<file path="config.mk">
export PLATFORM = sky130hd
export DESIGN_NAME = regfile_writer
export DESIGN_NICKNAME = d
export VERILOG_FILES = /design/src/rtl/lc3_pkg.sv /design/src/rtl/nzp_reg.sv /design/src/rtl/regfile_writer.sv
export SDC_FILE = /design/constraint.sdc
export NUM_CORES = 1
export LEC_CHECK = 0
export ABC_CLOCK_PERIOD_IN_PS = 6400
export CAP_MARGIN = 15
export CELL_PAD_IN_SITES_DETAIL_PLACEMENT = 0
export CELL_PAD_IN_SITES_GLOBAL_PLACEMENT = 1
export CORE_UTILIZATION = 40
export DETAILED_ROUTE_END_ITERATION = 8
export DONT_BUFFER_PORTS = 1
export PLACE_DENSITY = 0.7
export SLEW_MARGIN = 10
export SYNTH_ARGS = -nofsm -noshare
export SYNTH_HDL_FRONTEND = slang
export SYNTH_SLANG_ARGS = --single-unit
</file>
<file path="constraint.sdc">
create_clock -name Clk -period 6.4 [get_ports Clk]
set_input_delay 1.28 -clock Clk [delete_from_list [all_inputs] [get_ports Clk]]
set_output_delay 1.28 -clock Clk [all_outputs]
set_load 0.005 [all_outputs]
</file>
<file path="src/rtl/lc3_pkg.sv">
// LC-3 shared types: register index, data word, condition-code triple.
// Latency: n/a (types and a pure combinational helper only).
// Backpressure: n/a.
package lc3_pkg;

    localparam int REG_W    = 16;
    localparam int NUM_REGS = 8;

    typedef logic [2:0]       reg_idx_t;
    typedef logic [REG_W-1:0] word_t;

    typedef struct packed {
        logic n;
        logic z;
        logic p;
    } cc_t;

    // Condition codes a word would set. Exactly one of n/z/p is high.
    // Also used by the branch-enable logic, so it stays a pure function.
    function automatic cc_t cc_from_word(input word_t w);
        cc_t c;
        c = '0;
        if (w[REG_W-1]) begin
            c.n = 1'b1;
        end else if (w == '0) begin
            c.z = 1'b1;
        end else begin
            c.p = 1'b1;
        end
        return c;
    endfunction

endpackage

</file>
<file path="src/rtl/nzp_reg.sv">
// NZP condition-code register; reloads from a word when i_load is high.
// Latency: o_cc reflects i_word one rising edge after i_load is sampled.
// Backpressure: none, accepts a load every cycle.
module nzp_reg
    import lc3_pkg::*;
(
    input  logic  i_clk,
    input  logic  i_rst,
    input  logic  i_load,
    input  word_t i_word,
    output cc_t   o_cc
);

    cc_t r_cc;

    // Hold the condition codes; clear to 000 on reset, reload on i_load.
    always_ff @(posedge i_clk or posedge i_rst) begin
        if (i_rst) begin
            r_cc <= '0;
        end else if (i_load) begin
            r_cc <= cc_from_word(i_word);
        end
    end

    assign o_cc = r_cc;

endmodule

</file>
<file path="src/rtl/regfile_writer.sv">
// LC-3 register-file write side: stages each write for a cycle, then commits R0-R7/NZP.
// Latency: 2 edges LD_REG->R*_Out/NZP (1 edge when REGFILE_BYPASS_EN is defined).
// Backpressure: none, one write per cycle, never stalls.
module regfile_writer
    import lc3_pkg::*;
#(
    // WIDTH must stay equal to lc3_pkg::REG_W; the CC helper works on word_t.
    parameter int WIDTH    = REG_W,
    parameter int NUM_REGS = 8
)(
    input  logic             Clk,
    input  logic             Reset,
    input  logic             LD_REG,
    input  logic [2:0]       DR,
    input  logic [WIDTH-1:0] Din,
    input  logic             LD_CC,
    output logic [WIDTH-1:0] R0_Out,
    output logic [WIDTH-1:0] R1_Out,
    output logic [WIDTH-1:0] R2_Out,
    output logic [WIDTH-1:0] R3_Out,
    output logic [WIDTH-1:0] R4_Out,
    output logic [WIDTH-1:0] R5_Out,
    output logic [WIDTH-1:0] R6_Out,
    output logic [WIDTH-1:0] R7_Out,
    output logic             N,
    output logic             Z,
    output logic             P,
    output logic             wr_pending,
    output logic [7:0]       commit_cnt
);

    // Stage register: one write-back held for a cycle before it commits.
    logic             r_stg_vld;
    reg_idx_t         r_stg_dr;
    logic [WIDTH-1:0] r_stg_dat;
    logic             r_stg_cc;

    // Committed architectural state.
    logic [WIDTH-1:0] r_regs [NUM_REGS];
    logic [7:0]       r_commit_cnt;

    // Visible views (committed state, optionally overlaid with the stage).
    logic [WIDTH-1:0] w_view [NUM_REGS];
    cc_t              w_cc_q;
    cc_t              w_cc_view;
    logic             w_cc_load;

    // Capture the incoming write; an idle cycle empties the stage.
    always_ff @(posedge Clk or posedge Reset) begin
        if (Reset) begin
            r_stg_vld <= 1'b0;
            r_stg_dr  <= '0;
            r_stg_dat <= '0;
            r_stg_cc  <= 1'b0;
        end else begin
            r_stg_vld <= LD_REG;
            if (LD_REG) begin
                r_stg_dr  <= DR;
                r_stg_dat <= Din;
                r_stg_cc  <= LD_CC;
            end
        end
    end

    // Commit the staged write into its destination register.
    always_ff @(posedge Clk or posedge Reset) begin
        if (Reset) begin
            for (int i = 0; i < NUM_REGS; i++) begin
                r_regs[i] <= '0;
            end
        end else if (r_stg_vld) begin
            r_regs[r_stg_dr] <= r_stg_dat;
        end
    end

    // Count commits; wraps naturally at 8 bits.
    always_ff @(posedge Clk or posedge Reset) begin
        if (Reset) begin
            r_commit_cnt <= '0;
        end else if (r_stg_vld) begin
            r_commit_cnt <= r_commit_cnt + 8'd1;
        end
    end

    // CC update rides on the commit and is only taken when the write asked for it.
    assign w_cc_load = r_stg_vld & r_stg_cc;

    nzp_reg u_nzp (
        .i_clk  (Clk),
        .i_rst  (Reset),
        .i_load (w_cc_load),
        .i_word (r_stg_dat),
        .o_cc   (w_cc_q)
    );

    // Register view: committed values, with the staged write forwarded when bypass is built in.
    always_comb begin
        for (int i = 0; i < NUM_REGS; i++) begin
            w_view[i] = r_regs[i];
        end
`ifdef REGFILE_BYPASS_EN
        if (r_stg_vld) begin
            w_view[r_stg_dr] = r_stg_dat;
        end
`endif
    end

    // CC view: committed NZP, with the staged CC update forwarded when bypass is built in.
    always_comb begin
        w_cc_view = w_cc_q;
`ifdef REGFILE_BYPASS_EN
        if (w_cc_load) begin
            w_cc_view = cc_from_word(r_stg_dat);
        end
`endif
    end

    assign R0_Out     = w_view[0];
    assign R1_Out     = w_view[1];
    assign R2_Out     = w_view[2];
    assign R3_Out     = w_view[3];
    assign R4_Out     = w_view[4];
    assign R5_Out     = w_view[5];
    assign R6_Out     = w_view[6];
    assign R7_Out     = w_view[7];
    assign N          = w_cc_view.n;
    assign Z          = w_cc_view.z;
    assign P          = w_cc_view.p;
    assign wr_pending = r_stg_vld;
    assign commit_cnt = r_commit_cnt;

endmodule

</file>
==> out/metrics.yaml <==
status: "completed"
highest_layer: "met4"
drt-pass1-iter-count: 4
ys.warnings.count: 0
dp_hpwl_um: 8750
avgSynthCellArea_um2: 16.9
dieArea_um2: 16500
wl_met3_um: 1240
cts_resized: 0
wl_met2_um: 6370
multiInputGateArea_um2: 2040
p_per_area_nw_per_um2: 453
path_max_fanout: 14
holdPathStages: 1
hold_end: "commit_cnt[7]$_DFFE_PP0P_"
synth_edf_count: 0
fillerInstances: 1383
tightestPinTransition_ns: 1.01
synth_cells: 378
p_comb_frac: 0.128
synth.top_cell.area_share: 0.625
syn-cell-area_um2: 6400
initial_core_util: 0.415
first_iter_violations: 92
async_reset_ff_frac: 1.00
rsz0062_at_grt: "false"
nets: 392
met1_length_um: 5670
cts_sinks: 160
synth_simple_gate_area_share: 0.0397
wl_per_cell_um: 22.8
drtAntennaViolNets: 0
p_int_mw: 2.27
pin_count: 163
dominantRegCellSynth: "dfrtp_1"
clk_pin_slew_ns: 0.06
maxSlewHeadroom: 0.323
tritoncts: "yes"
power_mw: 3.13
synth_top_family_by_area: "multiplexers"
cts_buffers: 17
yosysMostFrequentCell: "dfrtp_1"
ir_worst_vdd_mv: 0.220
drcViolationCount: 0
fin_skew_ns: 0.00852
synth_seq_cells: 160
worst_setup_path_start_kind: "flop"
gp_congestion: 0.725
grt_pass1_wl_um: 20600
synth_fa_ha_area_frac: 0.00195
routed_wl_um: 13500
clock_path_buffers: 2
hold_start: "commit_cnt[7]$_DFFE_PP0P_"
htree_levels: 4
globalRouteTotalUtil: 0.174
drv_cap: 0
final.min_clock_period_ns: 2.53
r2r_end: "R4_Out[8]$_DFFE_PP0P_"
p_sw_frac: 0.275
synth_commonest_cells: "dfrtp_1, mux2_2, bufbuf_16"
leakagePower_nw: 2.98
cp-startpoint: "wr_pending$_DFF_PP0_"
n_antenna_cell: 0
clkPwrFrac: 0.326
drt-vias-per-instance: 5.19
synth_nets: 402
io_buffers: 0
switchingPower_uw: 862
die_x_um: 129
cts_root_buffer: "clkbuf_16"
max_freq_mhz: 395
r2r_cells: 3
gr-total-overflow: 0
num_rows: 45
vias: 3066
synthXorXnorAreaFrac: 0.00958
grt_max_degree: 98
post-route-period-util: 0.396
post_cts_buffers: 0
seq_area_frac_synth: 0.625
yosysUniqueCellTypes: 31
worstReg2RegStart: "wr_pending$_DFF_PP0_"
core_area_um2: 15400
cp-end-kind: "output port"
ys_top_cells_by_area: "dfrtp_1, mux2_2, bufbuf_16"
die_height_um: 129
regArea_um2: 4000
syn2layout_area_growth_pct: 8.11
synth_area_leader_cell: "dfrtp_1"
path_class: "flop to output port"
hold_violations: 0
synthMuxAreaShare: 0.264
hold_path.class: "flop to flop"
postCtsHoldBufs: 0
arrival_ns: 1.25
antenna_found_initial: 0
drive_above_1_share: 0.489
crit_required_ns: 5.12
insertion_delay_ns: 0.41
drv_slew: 0
ff2ff_setup_slack_ns: 4.00
synth-compound-area-share: 0.00254
grt_pass1_vias: 3321
setup_tns_ns: 0
seqPwrFrac: 0.546
finalSetupViolCount: 0
==> state kept, by name, summed over array words and instances, names as in the netlist <==
register    count
R0_Out         16
R1_Out         16
R2_Out         16
R3_Out         16
R4_Out         16
R5_Out         16
R6_Out         16
R7_Out         16
r_stg_dat      16
commit_cnt      8
r_stg_dr        3
u_nzp.o_cc      3
r_stg_cc        1
wr_pending      1
==> cell usage in the layout (no fill, tap or decap), drive strengths merged <==
cell type | synthesis | routed
dfrtp | 160 | 160
mux2 | 150 | 150
clkbuf | 10 | 22
nand4 | 6 | 6
nand2 | 5 | 5
nor4 | 4 | 4
xnor2 | 4 | 4
nor2 | 3 | 3
xor2 | 3 | 3
bufinv | 0 | 3
nand4b | 3 | 3
clkinv | 0 | 3
nor3b | 2 | 2
nor3 | 2 | 2
inv | 1 | 2
clkinvlp | 0 | 2
nand2b | 1 | 1
o31ai | 1 | 1
a22o | 1 | 1
and3 | 1 | 1
ha | 1 | 1
buf | 14 | 1
==> stage by stage <==
| stage | hold WS (ns) | setup WS [ns] | utilization | instance area, µm² | std cells |
|---|---|---|---|---|---|
| 6_report | 0.509 | 3.87 | 0.449 | 6920 | 591 |
| 5_1_grt | 0.543 | 3.80 | 0.449 | 6920 | 591 |
| 4_1_cts | 0.509 | 3.82 | 0.449 | 6920 | 591 |
| 3_5_place_dp | 0.495 | 3.65 | 0.410 | 6320 | 560 |
| 3_3_place_gp | 0.497 | 3.71 | 0.410 | 6320 | 560 |
| 2_1_floorplan | 0.465 | 0.800 | - | 6400 | 378 |
==> worst max path at each step <==
stage | to | slack (ns) | depth (start not counted)
2_1_floorplan | R0_Out[0]$_DFFE_PP0P_ | 0.80 | 1
3_3_place_gp | R5_Out[0]$_DFFE_PP0P_ | 3.71 | 2
3_5_place_dp | r_stg_dat[0]$_DFFE_PP0P_ | 3.65 | 2
4_1_cts | wr_pending | 3.82 | 0
5_1_grt | wr_pending | 3.80 | 0
6_report | wr_pending | 3.87 | 0
==> metal layers <==
| layer | track usage | up-vias |
|---|---|---|
| met5 | 0 | - |
| met4 | 0.0706 | 0 |
| met3 | 0.0728 | 16 |
| met2 | 0.273 | 111 |
| met1 | 0.212 | 1632 |
| li1 | - | 1307 |
==> power by group through the flow <==
stage | clock network, mW | logic, mW | registers, mW
floorplan | 0 | 0.422 | 1.59
global placement | 0 | 0.383 | 1.73
detailed placement | 0 | 0.407 | 1.74
CTS | 1.05 | 0.408 | 1.72
global route | 1.09 | 0.446 | 1.77
finish | 1.02 | 0.400 | 1.71
==> final cells by class <==
class	count	share of cell area
flip-flops and latches	160	0.579
multi-input cells	187	0.295
clock buffers	22	0.0671
well taps	211	0.0381
clock inverters	9	0.0192
inverters	1	0.00127
repair buffers	1	0.00108
==> cell families after synthesis <==
kind of cell / Yosys count
AO/OA/AOI/OAI: 2
flip-flops: 160
multiplexers: 150
buffers and inverters: 31
XOR/XNOR: 7
AND/OR/NAND/NOR: 27
adder cells (fa/ha/maj): 1
No activity file was read; power rests on OpenSTA's default activity.
